`src/rtl/xadc_chan_monitor_if.sv`:
```
// ---------------------------------------------------------------------------
// xadc_chan_monitor_if
// DRP/XADC-side bundle of the channel monitor.
//
// Handshake: a read is a request/complete pair with no back-pressure. The
// master raises den for exactly one clk_ctrl cycle with daddr valid in the
// same cycle. The slave later raises xadc_drdy for one cycle with xadc_do
// valid in that cycle. The master never issues a second den until the first
// read has completed or been abandoned. xadc_eoc is a single-cycle event
// with xadc_channel valid alongside it; it has no ready and cannot be
// stalled.
//
// Signals
//   xadc_eoc      slave->master  end-of-conversion pulse
//   xadc_channel  slave->master  channel just converted (5 bits)
//   xadc_drdy     slave->master  DRP read data valid
//   xadc_do       slave->master  DRP read data, code in [15:4]
//   daddr         master->slave  DRP address (7 bits)
//   den           master->slave  DRP enable, single cycle
// ---------------------------------------------------------------------------
interface xadc_chan_monitor_if;
  logic        xadc_eoc;
  logic [4:0]  xadc_channel;
  logic        xadc_drdy;
  logic [15:0] xadc_do;
  logic [6:0]  daddr;
  logic        den;

  modport master (
    output daddr,
    output den,
    input  xadc_eoc,
    input  xadc_channel,
    input  xadc_drdy,
    input  xadc_do
  );

  modport slave (
    input  daddr,
    input  den,
    output xadc_eoc,
    output xadc_channel,
    output xadc_drdy,
    output xadc_do
  );
endinterface

```
`src/rtl/xadc_chan_monitor.sv`:
```
// ---------------------------------------------------------------------------
// xadc_chan_monitor
// Watches XADC end-of-conversion events, reads the converted code of each
// monitored channel over the DRP, keeps a per-channel boxcar average of
// 2^AVG_LOG2 conversions and drives per-channel over/under-voltage alarms
// with release hysteresis.
//
// Ports
//   clk_ctrl      in   sole clock (DRP clock)
//   rst_ctrl      in   asynchronous active-high reset
//   drp           --   xadc_chan_monitor_if.master (eoc/channel/drdy/do in,
//                      daddr/den out)
//   ov_thr        in   NUM_CH x 12 over-voltage thresholds (static)
//   uv_thr        in   NUM_CH x 12 under-voltage thresholds (static)
//   sample        out  NUM_CH x 12 latest averaged code per channel
//   sample_valid  out  one-cycle strobe: one channel's sample updated
//   sample_ch     out  index of the updated channel
//   ov_alarm      out  per-channel over-voltage alarm level
//   uv_alarm      out  per-channel under-voltage alarm level
//   drdy_timeout  out  sticky: a DRP read never completed
//   eoc_overrun   out  sticky: EOC arrived while a read was in flight
//   dbg_state     out  FSM state (0 IDLE, 1 WAIT, 2 ACC)
// ---------------------------------------------------------------------------
module xadc_chan_monitor #(
  parameter int                  NUM_CH       = 4,
  parameter logic [NUM_CH*7-1:0] CH_ADDR      = {7'h13, 7'h12, 7'h11, 7'h15},
  parameter int                  AVG_LOG2     = 2,
  parameter logic [11:0]         HYST         = 12'd16,
  parameter int                  DRDY_TIMEOUT = 64
) (
  input  logic                   clk_ctrl,
  input  logic                   rst_ctrl,
  xadc_chan_monitor_if.master    drp,
  input  logic [NUM_CH*12-1:0]   ov_thr,
  input  logic [NUM_CH*12-1:0]   uv_thr,
  output logic [NUM_CH*12-1:0]   sample,
  output logic                   sample_valid,
  output logic [2:0]             sample_ch,
  output logic [NUM_CH-1:0]      ov_alarm,
  output logic [NUM_CH-1:0]      uv_alarm,
  output logic                   drdy_timeout,
  output logic                   eoc_overrun,
  output logic [1:0]             dbg_state
);

  // Accumulator holds up to 2^AVG_LOG2 codes of 12 bits: never overflows.
  localparam int AW = 12 + AVG_LOG2;
  localparam int CW = (AVG_LOG2 > 0) ? AVG_LOG2 : 1;
  localparam int TW = $clog2(DRDY_TIMEOUT + 1);
  localparam logic [CW-1:0] CNT_LAST = CW'((1 << AVG_LOG2) - 1);

  typedef enum logic [1:0] {
    S_IDLE = 2'd0,
    S_WAIT = 2'd1,
    S_ACC  = 2'd2
  } state_t;

  state_t                state_q, state_d;
  logic [2:0]            idx_q, idx_d;
  logic [11:0]           code_q, code_d;
  logic [TW-1:0]         tmo_q, tmo_d;
  logic                  den_q, den_d;
  logic [6:0]            daddr_q, daddr_d;
  logic [AW-1:0]         acc_q [NUM_CH];
  logic [AW-1:0]         acc_d [NUM_CH];
  logic [CW-1:0]         cnt_q [NUM_CH];
  logic [CW-1:0]         cnt_d [NUM_CH];
  logic [NUM_CH*12-1:0]  sample_q, sample_d;
  logic                  sv_q, sv_d;
  logic [2:0]            sch_q, sch_d;
  logic [NUM_CH-1:0]     ov_q, ov_d;
  logic [NUM_CH-1:0]     uv_q, uv_d;
  logic                  tmo_flag_q, tmo_flag_d;
  logic                  ovr_q, ovr_d;

  // Channel match and per-channel selection
  logic                  hit;
  logic [2:0]            hit_idx;
  logic [6:0]            hit_addr;
  logic [AW-1:0]         acc_sel;
  logic [CW-1:0]         cnt_sel;
  logic [11:0]           ov_sel, uv_sel;
  logic                  ov_cur, uv_cur;
  logic [AW-1:0]         sum_w;
  logic [11:0]           avg_w;
  logic [11:0]           ov_lo;
  logic [12:0]           uv_sum;
  logic [11:0]           uv_hi;
  logic                  ov_next, uv_next;

  // The low nibble of the DRP word carries no code bits.
  logic                  unused_do_bits;
  assign unused_do_bits = &drp.xadc_do[3:0];

  // Match the converted channel against the address table. Scanning from
  // the top index down lets the lowest matching index win.
  always_comb begin
    hit      = 1'b0;
    hit_idx  = 3'd0;
    hit_addr = 7'd0;
    for (int i = NUM_CH - 1; i >= 0; i--) begin
      if ({2'b00, drp.xadc_channel} == CH_ADDR[i*7 +: 7]) begin
        hit      = 1'b1;
        hit_idx  = 3'(i);
        hit_addr = CH_ADDR[i*7 +: 7];
      end
    end
  end

  // Pick the state and thresholds of the channel whose read is in flight.
  always_comb begin
    acc_sel = '0;
    cnt_sel = '0;
    ov_sel  = 12'd0;
    uv_sel  = 12'd0;
    ov_cur  = 1'b0;
    uv_cur  = 1'b0;
    for (int i = 0; i < NUM_CH; i++) begin
      if (idx_q == 3'(i)) begin
        acc_sel = acc_q[i];
        cnt_sel = cnt_q[i];
        ov_sel  = ov_thr[i*12 +: 12];
        uv_sel  = uv_thr[i*12 +: 12];
        ov_cur  = ov_q[i];
        uv_cur  = uv_q[i];
      end
    end
  end

  // Average of the completed window plus alarm decisions on that average.
  // Release thresholds saturate at 0 / 4095; equality with either the set
  // or release threshold keeps the current alarm level.
  always_comb begin
    sum_w  = acc_sel + AW'(code_q);
    avg_w  = sum_w[AVG_LOG2 +: 12];
    ov_lo  = (ov_sel >= HYST) ? (ov_sel - HYST) : 12'd0;
    uv_sum = {1'b0, uv_sel} + {1'b0, HYST};
    uv_hi  = uv_sum[12] ? 12'hFFF : uv_sum[11:0];

    if (avg_w > ov_sel)      ov_next = 1'b1;
    else if (avg_w < ov_lo)  ov_next = 1'b0;
    else                     ov_next = ov_cur;

    if (avg_w < uv_sel)      uv_next = 1'b1;
    else if (avg_w > uv_hi)  uv_next = 1'b0;
    else                     uv_next = uv_cur;
  end

  // Next-state and datapath
  always_comb begin
    state_d    = state_q;
    idx_d      = idx_q;
    code_d     = code_q;
    tmo_d      = tmo_q;
    den_d      = 1'b0;
    daddr_d    = daddr_q;
    acc_d      = acc_q;
    cnt_d      = cnt_q;
    sample_d   = sample_q;
    sv_d       = 1'b0;
    sch_d      = sch_q;
    ov_d       = ov_q;
    uv_d       = uv_q;
    tmo_flag_d = tmo_flag_q;
    ovr_d      = ovr_q;

    case (state_q)
      S_IDLE: begin
        if (drp.xadc_eoc && hit) begin
          den_d   = 1'b1;
          daddr_d = hit_addr;
          idx_d   = hit_idx;
          tmo_d   = '0;
          state_d = S_WAIT;
        end
      end

      S_WAIT: begin
        // A conversion finishing now cannot be read: it is dropped.
        if (drp.xadc_eoc) ovr_d = 1'b1;
        if (drp.xadc_drdy) begin
          code_d  = drp.xadc_do[15:4];
          state_d = S_ACC;
        end else if (tmo_q == TW'(DRDY_TIMEOUT - 1)) begin
          tmo_flag_d = 1'b1;
          state_d    = S_IDLE;
        end else begin
          tmo_d = tmo_q + TW'(1);
        end
      end

      S_ACC: begin
        if (drp.xadc_eoc) ovr_d = 1'b1;
        for (int i = 0; i < NUM_CH; i++) begin
          if (idx_q == 3'(i)) begin
            if (cnt_sel == CNT_LAST) begin
              sample_d[i*12 +: 12] = avg_w;
              acc_d[i]             = '0;
              cnt_d[i]             = '0;
              sv_d                 = 1'b1;
              sch_d                = 3'(i);
              ov_d[i]              = ov_next;
              uv_d[i]              = uv_next;
            end else begin
              acc_d[i] = sum_w;
              cnt_d[i] = cnt_sel + CW'(1);
            end
          end
        end
        state_d = S_IDLE;
      end

      default: state_d = S_IDLE;
    endcase
  end

  always_ff @(posedge clk_ctrl or posedge rst_ctrl) begin
    if (rst_ctrl) begin
      state_q    <= S_IDLE;
      idx_q      <= 3'd0;
      code_q     <= 12'd0;
      tmo_q      <= '0;
      den_q      <= 1'b0;
      daddr_q    <= 7'd0;
      for (int i = 0; i < NUM_CH; i++) begin
        acc_q[i] <= '0;
        cnt_q[i] <= '0;
      end
      sample_q   <= '0;
      sv_q       <= 1'b0;
      sch_q      <= 3'd0;
      ov_q       <= '0;
      uv_q       <= '0;
      tmo_flag_q <= 1'b0;
      ovr_q      <= 1'b0;
    end else begin
      state_q    <= state_d;
      idx_q      <= idx_d;
      code_q     <= code_d;
      tmo_q      <= tmo_d;
      den_q      <= den_d;
      daddr_q    <= daddr_d;
      acc_q      <= acc_d;
      cnt_q      <= cnt_d;
      sample_q   <= sample_d;
      sv_q       <= sv_d;
      sch_q      <= sch_d;
      ov_q       <= ov_d;
      uv_q       <= uv_d;
      tmo_flag_q <= tmo_flag_d;
      ovr_q      <= ovr_d;
    end
  end

  assign drp.den      = den_q;
  assign drp.daddr    = daddr_q;
  assign sample       = sample_q;
  assign sample_valid = sv_q;
  assign sample_ch    = sch_q;
  assign ov_alarm     = ov_q;
  assign uv_alarm     = uv_q;
  assign drdy_timeout = tmo_flag_q;
  assign eoc_overrun  = ovr_q;
  assign dbg_state    = state_q;

endmodule

```
`src/flat_wrapper.sv`:
```
// flat-port wrapper written by rule: the top's interface ports become plain ports
module xadc_chan_monitor_flat 
#(
  parameter int                  NUM_CH       = 4,
  parameter logic [NUM_CH*7-1:0] CH_ADDR      = {7'h13, 7'h12, 7'h11, 7'h15},
  parameter int                  AVG_LOG2     = 2,
  parameter logic [11:0]         HYST         = 12'd16,
  parameter int                  DRDY_TIMEOUT = 64
)
  (clk_ctrl, rst_ctrl, ov_thr, uv_thr, sample, sample_valid, sample_ch, ov_alarm, uv_alarm, drdy_timeout, eoc_overrun, dbg_state, drp_daddr, drp_den, drp_xadc_eoc, drp_xadc_channel, drp_xadc_drdy, drp_xadc_do);
  xadc_chan_monitor_if drp_i ();
  input  logic clk_ctrl;
  input  logic rst_ctrl;
  input  logic [NUM_CH*12-1:0] ov_thr;
  input  logic [NUM_CH*12-1:0] uv_thr;
  output logic [NUM_CH*12-1:0] sample;
  output logic sample_valid;
  output logic [2:0] sample_ch;
  output logic [NUM_CH-1:0] ov_alarm;
  output logic [NUM_CH-1:0] uv_alarm;
  output logic drdy_timeout;
  output logic eoc_overrun;
  output logic [1:0] dbg_state;
  output wire logic [$bits(drp_i.daddr)-1:0] drp_daddr;
  output wire logic [$bits(drp_i.den)-1:0] drp_den;
  input wire logic [$bits(drp_i.xadc_eoc)-1:0] drp_xadc_eoc;
  input wire logic [$bits(drp_i.xadc_channel)-1:0] drp_xadc_channel;
  input wire logic [$bits(drp_i.xadc_drdy)-1:0] drp_xadc_drdy;
  input wire logic [$bits(drp_i.xadc_do)-1:0] drp_xadc_do;
  assign drp_daddr = drp_i.daddr;
  assign drp_den = drp_i.den;
  assign drp_i.xadc_eoc = drp_xadc_eoc;
  assign drp_i.xadc_channel = drp_xadc_channel;
  assign drp_i.xadc_drdy = drp_xadc_drdy;
  assign drp_i.xadc_do = drp_xadc_do;
  xadc_chan_monitor #(.NUM_CH(NUM_CH), .CH_ADDR(CH_ADDR), .AVG_LOG2(AVG_LOG2), .HYST(HYST), .DRDY_TIMEOUT(DRDY_TIMEOUT)) u_core (.clk_ctrl(clk_ctrl), .rst_ctrl(rst_ctrl), .drp(drp_i), .ov_thr(ov_thr), .uv_thr(uv_thr), .sample(sample), .sample_valid(sample_valid), .sample_ch(sample_ch), .ov_alarm(ov_alarm), .uv_alarm(uv_alarm), .drdy_timeout(drdy_timeout), .eoc_overrun(eoc_overrun), .dbg_state(dbg_state));
endmodule
```
`config.mk`:
```
export PLATFORM = sky130hd
export DESIGN_NAME = xadc_chan_monitor_flat
export DESIGN_NICKNAME = d
export VERILOG_FILES = /design/src/rtl/xadc_chan_monitor_if.sv /design/src/rtl/xadc_chan_monitor.sv /design/src/flat_wrapper.sv
export SDC_FILE = /design/constraint.sdc
export NUM_CORES = 1
export LEC_CHECK = 0
export CORE_MARGIN = 10
export CORE_UTILIZATION = 45
export CTS_CLUSTER_SIZE = 30
export DETAILED_ROUTE_END_ITERATION = 7
export PLACE_DENSITY_LB_ADDON = 0.15
export SLEW_MARGIN = 30
export SYNTH_ARGS = -nofsm -noshare
export SYNTH_HDL_FRONTEND = slang
export SYNTH_SLANG_ARGS = --single-unit
```
`constraint.sdc`:
```
create_clock -name clk_ctrl -period 11.4 [get_ports clk_ctrl]
set_input_delay 1.71 -clock clk_ctrl [delete_from_list [all_inputs] [get_ports clk_ctrl]]
set_output_delay 1.71 -clock clk_ctrl [all_outputs]
set_load 0.01 [all_outputs]
```
## Word level (Yosys, flattened, before mapping)

Cells that the tools add are included.

- Flip-flop bits (word level): 158
- Latch bits: 0
- RAM bits: 0
- ROM bits: 0
- Output and inout port bits: 72
- Logic and storage cells: 144
- Memories kept: 0

- Add/subtract/negate cells: 5
- Multiply operators: 0
- Divide/modulo/power cells: 0
- $lt $le $gt $ge: 5
- Equality and inequality tests: 15
- Shift-type cells: 0
- Mux-type cells: 69
- Bitwise gates (word level): 1
- Reductions and logical operators: 19

Operators by type and width:

| kind | count |
|---|---|
| 12-bit 2-to-1 mux | 10 |
| 14-bit 2-to-1 mux | 5 |
| 1-bit 2-to-1 mux | 25 |
| 12-bit greater-than comparator | 2 |
| 12-bit < comparator | 2 |
| 2-bit 2-to-1 mux | 12 |
| 3-bit 2-to-1 mux | 8 |
| 7-bit 2-to-1 mux | 3 |
| 5-bit == test, second input constant | 4 |
| 5-bit 2-to-1 mux | 4 |
| 2-bit AND reduction | 8 |
| 3-bit AND reduction | 5 |
| 14-bit by 12-bit adder with 14-bit output | 1 |
| 7-bit case mux with 2 select lines | 1 |
| 12-bit by 5-bit adder with 13-bit output, second input constant | 1 |
| 12-bit by 5-bit >= comparator with 1-bit output, second input constant | 1 |
| 12-bit by 5-bit subtractor with 12-bit output, second input constant | 1 |
| 7-bit by 1-bit adder with 7-bit output, second input constant | 1 |
| 7-bit by 6-bit == test with 1-bit output, second input constant | 1 |
| 3-bit by 2-bit == test with 1-bit output, second input constant | 2 |
| 2-bit == test, second input constant | 2 |
| 2-bit != test, second input constant | 2 |
| 2-bit case mux with 2 select lines | 1 |
| 4-bit AND reduction | 1 |
| 11 further kinds | 11 |

## Longest topological paths before layout

Gate-level depths: netlist of the first run.

- Depth in word-level cells: 15
- Mapped depth: 24

## Worst setup path after synthesis of the first run

No wires, ideal clock.

- Path kind: register to register
- From: register, netlist name u_core.drp.daddr[1]
- To: register u_core.ov_q[1], in the netlist u_core.ov_alarm[1]
- Setup time: 131 ps
- Arrival time: 5891 ps
- Slack: 5378 ps
- Cell stages (with the launch flop): 24
- Path buffers: 6
- Clock period less this slack: 6022 ps
- Cells stage by stage: dfrtp_1 -> buf_2 -> buf_2 -> buf_1 -> buf_1 -> buf_1 -> buf_1 -> mux4_2 -> ha_1 -> a211oi_1 -> nor2_1 -> a2111oi_4 -> o21ai_1 -> a21oi_1 -> nor2_1 -> xnor2_1 -> inv_1 -> ha_1 -> nand3_1 -> or4_1 -> nor3b_1 -> a21oi_1 -> a21oi_1 -> o31ai_1

RTL lines:

| what | line | source |
|---|---|---|
| end signal, assigned | xadc_chan_monitor.sv:248 | `ov_q <= ov_d;` |
| end, declared | xadc_chan_monitor.sv:71 | `logic [NUM_CH-1:0] ov_q, ov_d;` |

==> results of run 1 <==
-- power groups by stage --
stage	clock, mW	combinational (mW)	sequential (mW)
2_1_floorplan	0	1.17	0.726
3_3_place_gp	0	1.73	0.739
3_5_place_dp	0	1.77	0.742
4_1_cts	0.569	1.78	0.732
5_1_grt	0.591	1.98	0.746
6_report	0.560	1.78	0.732
-- cell usage after synthesis, drive strengths merged (8+ instances only) --
library cell / instances / area share (%)
dfrtp: 153 / 43
xnor2: 11 / 1.1
o21ai: 115 / 6.4
nand2: 162 / 6.8
nor2: 28 / 1.2
clkbuf: 28 / 1.2
inv: 43 / 1.8
nor2b: 8 / 0.56
a21oi: 26 / 1.4
a21o: 10 / 0.84
nand3: 22 / 1.2
mux4: 41 / 10
o31ai: 28 / 2.3
nor3: 17 / 1.1
buf: 15 / 1.0
mux2: 18 / 2.3
ha: 58 / 8.1
-- worst max-delay path, delay by kind of cell, from the launching register on --
kind            cells  cell delay, ps
simple gates        5            1030
buf+inv             2             870
compound gates      7            1880
xor+xnor            1             590
flops               1             340
fa+ha+maj           2             690
mux                 1             650
-- path summary, 6_finish.rpt --
kind	end	from	slack [ps]	cells after the start
worst min-delay path	u_core.eoc_overrun$_DFFE_PP0P_	u_core.eoc_overrun$_DFFE_PP0P_	460	1
worst max register to register	u_core.ov_alarm[0]$_DFFE_PP0P_	u_core.drp.daddr[1]$_DFFE_PP0P_	5200	18
max in group asynchronous	u_core.drp.daddr[1]$_DFFE_PP0P_	rst_ctrl	8150	3
worst max-delay path	u_core.ov_alarm[0]$_DFFE_PP0P_	u_core.drp.daddr[1]$_DFFE_PP0P_	5200	18
worst min register to register	u_core.eoc_overrun$_DFFE_PP0P_	u_core.eoc_overrun$_DFFE_PP0P_	460	1
min in group asynchronous	u_core.sample[29]$_DFFE_PP0P_	rst_ctrl	1800	2
-- through the flow --
stage | util [%] | hold slack, ps
after global routing | 59.73 | 482.8
after detailed placement | 56.74 | 447.6
after CTS | 59.73 | 464.8
after global placement | 56.66 | 438.6
final | 59.73 | 464.8
after floorplan | - | 440.4
-- flip-flops by register name (all words and copies together) (netlist names) --
signal,flops
u_core.sample_valid,1
u_core.drdy_timeout,1
u_core.idx_q,1
u_core.code_q,12
u_core.acc_q,56
u_core.tmo_q,7
u_core.cnt_q,8
u_core.drp.den,1
u_core.sample_ch,3
u_core.drp.daddr,4
u_core.eoc_overrun,1
u_core.sample,48
u_core.ov_alarm,4
u_core.dbg_state,2
u_core.uv_alarm,4
-- cells by family (layout without fill, tap and decap cells) --
family / count (synthesis) / count (layout) / synth area share (%)
muxes: 60 / 60 / 12.64
other: 1 / 3 / 0.04172
xor gates and xnor gates: 19 / 19 / 2.004
adders and majority gates: 62 / 62 / 8.644
and+or+nand+nor: 280 / 280 / 14.32
AOI/OAI and AO/OA: 227 / 227 / 15.76
DFF: 153 / 153 / 42.59
buffers and inverters: 86 / 269 / 3.995
-- layer usage --
| layer | vias up | GRT usage, % |
|---|---|---|
| li1 | 3559 | - |
| met1 | 3545 | 24.95 |
| met2 | 196 | 30.83 |
| met3 | 20 | 5.363 |
| met4 | 0 | 4.094 |
| met5 | - | 0 |
-- cell type report --
class	count	area share, %
multi-input combinational	651	41.42
sequential	153	32.85
timing repair buffer	194	16.46
clock buffer	17	3.648
tap	265	2.843
inverter	43	1.427
clock inverter	15	1.352
-- cells in the final DEF, fill, tap and decap left out, types with 4 or more instances in the layout --
| master | count |
|---|---|
| a211oi_1 | 5 |
| nor3_1 | 15 |
| nand3_1 | 21 |
| and2_1 | 6 |
| inv_1 | 39 |
| mux2_2 | 18 |
| dfrtp_1 | 151 |
| nand2b_1 | 7 |
| mux4_2 | 41 |
| clkdlybuf4s50_1 | 185 |
| nor2_1 | 26 |
| a21o_1 | 10 |
| xor2_1 | 7 |
| inv_6 | 5 |
| nand2_1 | 161 |
| o21ai_0 | 112 |
| o21a_1 | 7 |
| ha_1 | 58 |
| a21oi_1 | 26 |
| or2_2 | 7 |
| xnor2_1 | 9 |
| clkinvlp_4 | 4 |
| inv_8 | 4 |
| nand4_1 | 4 |
| nor3b_1 | 4 |
| clkbuf_16 | 17 |
| a31oi_1 | 4 |
| nor2b_1 | 8 |
| buf_4 | 9 |
| or3_1 | 4 |
| a41oi_1 | 4 |
| o31ai_1 | 28 |
==> summary.txt, run 1 <==
Route
  • Drt drc: 0
  • Met3 wire len: approximately 1600 µm
  • DR top layer: met4
  • Met2 wire len: 11730 µm
  • DRT iter0 DRCs: about 470
  • Routed wire length: between 20000 and 25000 µm
  • Routed via count: approximately 7.3k
  • Routed Antenna Nets: 0
  • 1st-pass router iterations: 6
  • WL per Instance: roughly 19 µm
  • Vias/cell: 5.471
  • Routed met1 length: ~11000 µm

Final layout
  • Area Overhead vs Synth: 29.75%
  • Nets: ~1.2k
  • Area occupied by multi-input gates: between 0.004 and 0.005 mm²
  • Layout cells sized above 1: between 10% and 20%
  • Final Cell Area: roughly 0.012 mm²
  • Antenna cell count: 0
  • Area occupied by registers: around 0.0038 mm²
  • # fillers: between 1.5k and 2k
  • Layout Cells excl Fill: about 1.3k

Min path
  • Worst hold path class: reg2reg

Timing
  • Peak Freq: around 160 MHz
  • Worst Skew: roughly 11 ps
  • Final slew viol count: 0
  • Setup TNS: 0 ps
  • Max-slew headroom: approximately 41%
  • Final setup margin: 5205 ps
  • Worst slew pin tran: about 900 ps
  • RSZ-0062 raised after global routing: false
  • # setup viols final: 0
  • Minimum clock period: 6195 ps
  • Final Hold Vio Count: 0
  • Fin crit share: 54.34%

Power
  • Sw frac: between 40% and 50%
  • NetSw: 1.412 mW
  • VDD IR-drop max: approximately 0.13 mV
  • P_leak: roughly 5.0 nW
  • Gate power share: between 50% and 60%
  • Clock share of power: 18.2%
  • Internal power: 1.659 mW
  • Sequential share of power: between 20% and 30%
  • PD cells: 263.3 mW/mm²
  • Total power: approximately 3.1 mW

CTS
  • Clock Tree Buf Depth: 2
  • Setup Fix Bufs, Post-CTS: 0
  • # resized after CTS: 0
  • Clk sink count: approximately 150
  • CTS Buf Count: 17
  • Clock-pin slew on the worst setup and hold paths: 70 ps
  • Worst-skew pair later-pin latency: approximately 430 ps
  • Root Buffer: clkbuf_16
  • CTS tree: built
  • Htree depth: 4
  • CTS Hold Bufs: 0

Worst setup path
  • Crit. End Element: register
  • Most Frequent Cell on Critical Path: a21oi_1
  • Setup crit start kind: register
  • Data arrival, critical path: 6480 ps
  • Slowest cell on crit path: mux4_2
  • WP data required: about 12000 ps
  • CP max FO: 57
  • Crit Path Category: reg2reg
  • Crit-path cells: buf_4, mux4_2, ha_1, a211oi_1, nor2_1, a2111oi_4, o21ai_1, a21oi_1, nor2_1, xnor2_1, inv_1, ha_1, nand3_1, or4_1, nor3b_1, a21oi_1, a21oi_1, o31ai_1
  • Max incr delay on CP: ~650 ps

Synth
  • Post-synthesis cell area: ~0.0090 mm²
  • Main synth FF type: dfrtp_1
  • EDFF count, synth: 0
  • Ys async rst share: 100.0%
  • Post-synth cell types: 70
  • Post-synthesis sequential area ratio: a little over two fifths
  • Yosys reg bits: 153
  • YS warnings: 0
  • Synthesized area per cell: between 10 and 15 µm²
  • Post-Synthesis Cells: between 800 and 900

Global routing
  • Vias in the first global route: 7384
  • First-pass GRT wire length: around 40000 µm
  • GRT Total Usage: 19.05%
  • Initial antenna violation count: 0
  • Largest net degree at the start of global routing: between 80 and 90
  • GR Overflow Total: 0

Place
  • Hpwl dp: roughly 19000 µm
  • Placement Cell Area: roughly 0.011 mm²
  • Port bufs: around 190
  • Place WS: ~5100 ps
  • Placed instance count: roughly 1.3k
  • Global placer's final weighted congestion: between 0.8 and 0.9

Die
  • Starting Density: ~46%
  • Num rows: 51
  • Core area: a little under 0.02 mm²
  • I/O pin total: around 190
  • Die Area: 0.02603 mm²
  • Die width: 161.3 µm
  • Die Y: 161.3 µm

Status
  • Status: finished clean

Job
  • Max-cap violation count: 0
Power figures use the tool's default switching activity.
==> inputs of run 2 (changes only) <==
clock period = 5.3 ns   (was 11.4 ns; I/O delays follow)
==> summary.txt, run 2 (synthesis gave the netlist of run 1 again) <==
Final layout
  • Max FFs per register: 56 (unchanged)
  • Antenna cell count: 0 (unchanged)
  • Layout cells sized above 1: 13.50% (+1.4 points)
  • # fillers: 1666 (-2.9%)
  • Commonest non-fill, non-tap cell in the layout: clkdlybuf4s50_1
  • Nets: 1256 (+1.3%)
  • Area Overhead vs Synth: 31.45%
  • Most frequent cells in the layout: clkdlybuf4s50_1 (185), nand2_1 (160), dfrtp_1 (151)
  • Biggest register: u_core.acc_q
  • Layout Cells excl Fill: 1354 (+1.2%)

Power
  • Total power: 6.838 mW (+120%)
  • VDD IR-drop max: 0.3185 mV (+140%)
  • PD cells: 578.7 mW/mm² (+120%)
  • P_leak: 5.119 nW (+1.8%)

Route
  • 1st-pass router iterations: 5 (-1)
  • DRT iter0 DRCs: 510 (+9.0%)
  • Routed wire length: 25860 µm (+4.0%)
  • Routed Antenna Nets: 0 (unchanged)
  • Drt drc: 0 (unchanged)
  • Vias/cell: 5.468 (about the same)
  • WL per Instance: 19.10 µm (+2.8%)
  • Routed via count: 7403 (+1.1%)

CTS
  • Clock-pin slew on the worst setup and hold paths: 70 ps (about the same)
  • Setup Fix Bufs, Post-CTS: 0 (unchanged)
  • Root Buffer: clkbuf_16
  • Worst-skew pair later-pin latency: 430 ps (about the same)
  • # resized after CTS: 0 (unchanged)
  • CTS Hold Bufs: 0 (unchanged)
  • Htree depth: 4 (unchanged)
  • CTS Buf Count: 17 (unchanged)
  • Clock Tree Buf Depth: 2 (unchanged)
  • CTS tree: built
  • Clk sink count: 153 (unchanged)

Worst setup path
  • Bufs and invs on worst path: 1 (-1)
  • Crit Path Category: reg2reg
  • CP max FO: 19 (-67%)
  • Setup crit start kind: register
  • Data arrival, critical path: 5270 ps (-1210 ps)
  • WP data required: 5570 ps (-6110 ps)
  • Crit-path cells: mux4_2, ha_1, a211oi_1, nor2_1, a2111oi_4, o21ai_1, a21oi_1, nor2_1, xnor2_2, inv_1, ha_1, nand3_1, or4_1, nor3b_1, a21oi_1, nor3_4, o31ai_1
  • Crit-path leading delay family: compound AO/OA/AOI/OAI gates
  • Max incr delay on CP: 660 ps (about the same)
  • Slowest cell on crit path: dfrtp_4
  • Crit. End Element: register
  • Reg2reg path depth: 17 (-1)
  • WP depth: 17 (-1)

Global routing
  • GR Overflow Total: 0 (unchanged)
  • First-pass GRT wire length: 41430 µm (+3.7%)
  • Met1 Use GR: 26.55% (+1.6 points)
  • Largest net degree at the start of global routing: 102 (+20%)
  • Global Route met3 Usage: 5.058% (-0.31 points)
  • Initial antenna violation count: 0 (unchanged)
  • GRT Total Usage: 19.84% (+0.79 points)
  • Met2 usage: 32.18% (+1.4 points)
  • Vias in the first global route: 7402 (+0.24%)
  • GR peak layer: met2

Die
  • Die Area: 0.02603 mm² (unchanged)
  • Num rows: 51 (unchanged)
  • Die width: 161.3 µm (unchanged)
  • I/O pin total: 193 (unchanged)
  • Die Y: 161.3 µm (unchanged)
  • Starting Density: 46.03% (unchanged)
  • Core area: 0.01953 mm² (unchanged)

Min path
  • Worst hold path class: reg2reg
  • Hold depth: 1 (unchanged)

Timing
  • # setup viols final: 0 (unchanged)
  • Final slew viol count: 0 (unchanged)
  • Minimum clock period: 4994 ps (-1202 ps)
  • Peak Freq: 200.3 MHz (+24%)
  • Worst Skew: 10.15 ps (-1.174 ps)
  • RSZ-0062 raised after global routing: false
  • Worst slew pin tran: 776.2 ps (-111.5 ps)
  • Fin crit share: 94.22% (+40 points)
  • Setup TNS: 0 ps (unchanged)
  • Final Hold Vio Count: 0 (unchanged)
  • Max-slew headroom: 48.11% (+7.3 points)

Place
  • Placed instance count: 1322 (+1.2%)
  • Hpwl dp: 19440 µm (+5.0%)
  • Global placer's final weighted congestion: 0.8658 (+1.3%)
  • Port bufs: 185 (unchanged)

Status
  • Status: finished clean

Job
  • Max-cap violation count: 0 (unchanged)
[run 2: cell types whose count changed in the layout (fill, tap and decap cells not counted), sizes merged]
cell	previous run	this run
clkinvlp	4	2
inv	51	48
bufinv	1	2
buf	9	25
clkinv	2	5
clkbuf	17	18
[run 2: metrics by stage]
stage	util, %	instance area [µm²]	hold WS [ps]	worst slack, ps
floorplan	-	9029	440.4	26.20
global placement	57.35	11200	446.4	334.0
detailed placement	57.38	11200	450.3	241.8
CTS	60.46	11810	471.0	247.3
global route	60.51	11820	482.3	6.465
finish	60.51	11820	466.2	306.4
[run 2: report_power, final]
part	leakage, nW	switching, mW	internal, mW
combinational	2.80	2.38	1.63
clock	0.291	0.519	0.719
sequential	2.03	0.169	1.42
total	5.12	3.07	3.77
[run 2: path summary, 6_finish.rpt]
kind | from | endpoint | slack [ps]
min | u_core.eoc_overrun$_DFFE_PP0P_ | u_core.eoc_overrun$_DFFE_PP0P_ | 470
max reg2reg | u_core.idx_q[0]$_DFFE_PP0P_ | u_core.ov_alarm[1]$_DFFE_PP0P_ | 310
max | u_core.idx_q[0]$_DFFE_PP0P_ | u_core.ov_alarm[1]$_DFFE_PP0P_ | 310
max in group asynchronous | rst_ctrl | u_core.sample[32]$_DFFE_PP0P_ | 3530
min in group asynchronous | rst_ctrl | u_core.acc_q[17]$_DFFE_PP0P_ | 870
min reg2reg | u_core.eoc_overrun$_DFFE_PP0P_ | u_core.eoc_overrun$_DFFE_PP0P_ | 470
[run 2: metal layers]
metal / wire (µm) / share of wire, % / vias up
met3: 1644 / 6.4 / 12
li1: - / - / 3582
met5: 0 / 0 / -
met2: 12410 / 48 / 237
met4: 183 / 0.71 / 0
met1: 11620 / 45 / 3572
[run 2: layout make-up]
| cell class | count | area (µm²) | share of cell area (%) |
|---|---|---|---|
| well taps | 265 | 331.6 | 2.806 |
| repair buffers | 210 | 2043 | 17.29 |
| clock buffers | 18 | 439.2 | 3.717 |
| multi-input cells | 651 | 4832 | 40.90 |
| clock inverters | 14 | 163.9 | 1.387 |
| inverters | 43 | 168.9 | 1.430 |
| flip-flops and latches | 153 | 3836 | 32.47 |
==> inputs of run 3 (changes only) <==
CTS_CLUSTER_SIZE = not set   (was 30)
DONT_BUFFER_PORTS = 1   (was not set)
==> summary.txt, run 3 (synthesis gave the netlist of run 1 again) <==
Die
  • Die Y: 161.3 µm (unchanged)
  • Starting Density: 46.03% (unchanged)
  • Die width: 161.3 µm (unchanged)
  • Die Area: 0.02603 mm² (unchanged)
  • Num rows: 51 (unchanged)
  • Core area: 0.01953 mm² (unchanged)
  • I/O pin total: 193 (unchanged)

Global routing
  • Vias in the first global route: 6985 (-5.6%)
  • First-pass GRT wire length: 39530 µm (-4.6%)
  • GRT Total Usage: 19.12% (-0.72 points)
  • Largest net degree at the start of global routing: 118 (+16%)
  • Initial antenna violation count: 0 (unchanged)
  • GR Overflow Total: 0 (unchanged)

Timing
  • # setup viols final: 0 (unchanged)
  • Final Hold Slack: 369.4 ps (-96.84 ps)
  • Final setup margin: 287.6 ps (-18.88 ps)
  • Peak Freq: 199.5 MHz (-0.38%)
  • Worst slew pin tran: 804.9 ps (+28.73 ps)
  • Worst Skew: 15.62 ps (+5.470 ps)
  • Fin crit share: 94.57% (+0.36 points)
  • Setup TNS: 0 ps (unchanged)
  • Minimum clock period: 5012 ps (+18.88 ps)
  • Max-slew headroom: 46.19% (-1.9 points)
  • Final Hold Vio Count: 0 (unchanged)
  • Final slew viol count: 0 (unchanged)

CTS
  • Root Buffer: clkbuf_16
  • CTS tree: built
  • CTS Hold Bufs: 0 (unchanged)
  • Worst-skew pair later-pin latency: 430 ps (about the same)
  • CTS Buf Count: 17 (unchanged)
  • Clk sink count: 153 (unchanged)
  • Clock Tree Buf Depth: 2 (unchanged)
  • Htree depth: 4 (unchanged)
  • Clock-pin slew on the worst setup and hold paths: 70 ps (about the same)

Route
  • DRT iter0 DRCs: 432 (-15%)
  • Vias/cell: 5.837 (+6.8%)
  • Routed wire length: 25700 µm (-0.60%)
  • WL per Instance: 21.89 µm (+15%)
  • 1st-pass router iterations: 5 (unchanged)
  • Routed via count: 6853 (-7.4%)
  • Routed Antenna Nets: 0 (unchanged)
  • Drt drc: 0 (unchanged)

Power
  • Total power: 6.768 mW (-1.0%)
  • P_leak: 4.451 nW (-13%)
  • VDD IR-drop max: 0.2609 mV (-18%)
  • PD cells: 674.8 mW/mm² (+17%)

Final layout
  • Biggest register: u_core.acc_q
  • Layout Cells excl Fill: 1174 (-13%)
  • Antenna cell count: 0 (unchanged)
  • Nets: 1076 (-14%)
  • Area Overhead vs Synth: 11.58%
  • Final Cell Area: 0.01003 mm² (-15%)
  • Commonest non-fill, non-tap cell in the layout: nand2_1
  • Most frequent cells in the layout: nand2_1 (160), dfrtp_1 (151), o21ai_0 (112)
  • Layout cells sized above 1: 16.94% (+3.4 points)
  • Max FFs per register: 56 (unchanged)
  • Final Core Density: 51.36% (-9.1 points)

Place
  • Global placer's final weighted congestion: 0.8735 (+0.89%)
  • Placed instance count: 1138 (-14%)
  • Place WS: 99.89 ps (-141.9 ps)
  • Placement Cell Area: 0.009356 mm² (-16%)
  • Port bufs: 0 (-100%)
  • Hpwl dp: 19330 µm (-0.58%)

Worst setup path
  • Register-to-Register Setup Slack: 290 ps (-20 ps)
  • Crit Path Category: reg2reg
  • WP data required: 5570 ps (about the same)
  • CP max FO: 10 (-9)
  • Data arrival, critical path: 5280 ps (about the same)
  • RR Startpoint: u_core.drp.daddr[1]$_DFFE_PP0P_
  • Setup crit start kind: register
  • Reg2reg path depth: 16 (-1)
  • Worst R2R End: u_core.ov_alarm[2]$_DFFE_PP0P_
  • Crit. End Element: register

Status
  • Status: finished clean

Min path
  • Worst hold path class: in2async

Job
  • Max-cap violation count: 0 (unchanged)
-- run 3: cell types whose count changed in the layout (fill, tap and decap cells not counted), sizes merged --
cell	delta
clkdlybuf4s50	-185
buf	+5
inv	-1
clkbuf	+3
clkinv	-2
-- run 3: power breakdown --
part / leakage [nW] / switching (mW) / internal (mW)
sequential: 2.03 / 0.205 / 1.42
clock: 0.291 / 0.503 / 0.740
combinational: 2.13 / 2.39 / 1.51
total: 4.45 / 3.10 / 3.67
-- run 3: worst max-delay path by stage --
stage,start,end,slack (ps),cells past startpoint
final,u_core.drp.daddr[1]$_DFFE_PP0P_,u_core.ov_alarm[2]$_DFFE_PP0P_,290,16
after global routing,u_core.drp.daddr[1]$_DFFE_PP0P_,u_core.ov_alarm[2]$_DFFE_PP0P_,-20,16
after CTS,u_core.drp.daddr[1]$_DFFE_PP0P_,u_core.ov_alarm[2]$_DFFE_PP0P_,50,15
after detailed placement,u_core.drp.daddr[1]$_DFFE_PP0P_,u_core.ov_alarm[3]$_DFFE_PP0P_,100,15
after global placement,u_core.drp.daddr[1]$_DFFE_PP0P_,u_core.ov_alarm[0]$_DFFE_PP0P_,240,16
after floorplan,u_core.idx_q[0]$_DFFE_PP0P_,u_core.ov_alarm[0]$_DFFE_PP0P_,30,22
-- run 3: layout make-up --
| type | count | area, µm² |
|---|---|---|
| clock inverters | 11 | 136.4 |
| clock buffers | 21 | 470.5 |
| repair buffers | 30 | 229.0 |
| fillers | 1818 | 9497 |
| flip-flops and latches | 153 | 3836 |
| inverters | 43 | 168.9 |
| well taps | 265 | 331.6 |
| multi-input cells | 651 | 4857 |
-- run 3: repair_timing --
action	4_1_cts	5_1_grt
resized for setup	0	8
endpoints found under the hold margin	0	0
setup endpoints to repair	0	4
buffers inserted	0	4
-- run 3: worst max-delay path, cell delays in order (launching register included) --
cell	delay (ps)
dfrtp_4	550
buf_4	160
mux4_2	520
ha_1	390
nand3_1	110
or2_2	330
a211oi_1	450
o21ai_1	200
nor2_4	330
inv_2	130
ha_1	320
nand3_1	120
or4_1	530
nor3b_1	190
a21oi_1	120
nor3_4	260
o31ai_1	120
-- run 3: metal layers --
metal  track usage, %  wire length [µm]
met1            24.00             10810
met2            31.43             12420
met3            5.872              2076
met4            4.921               397
met5                0                 0
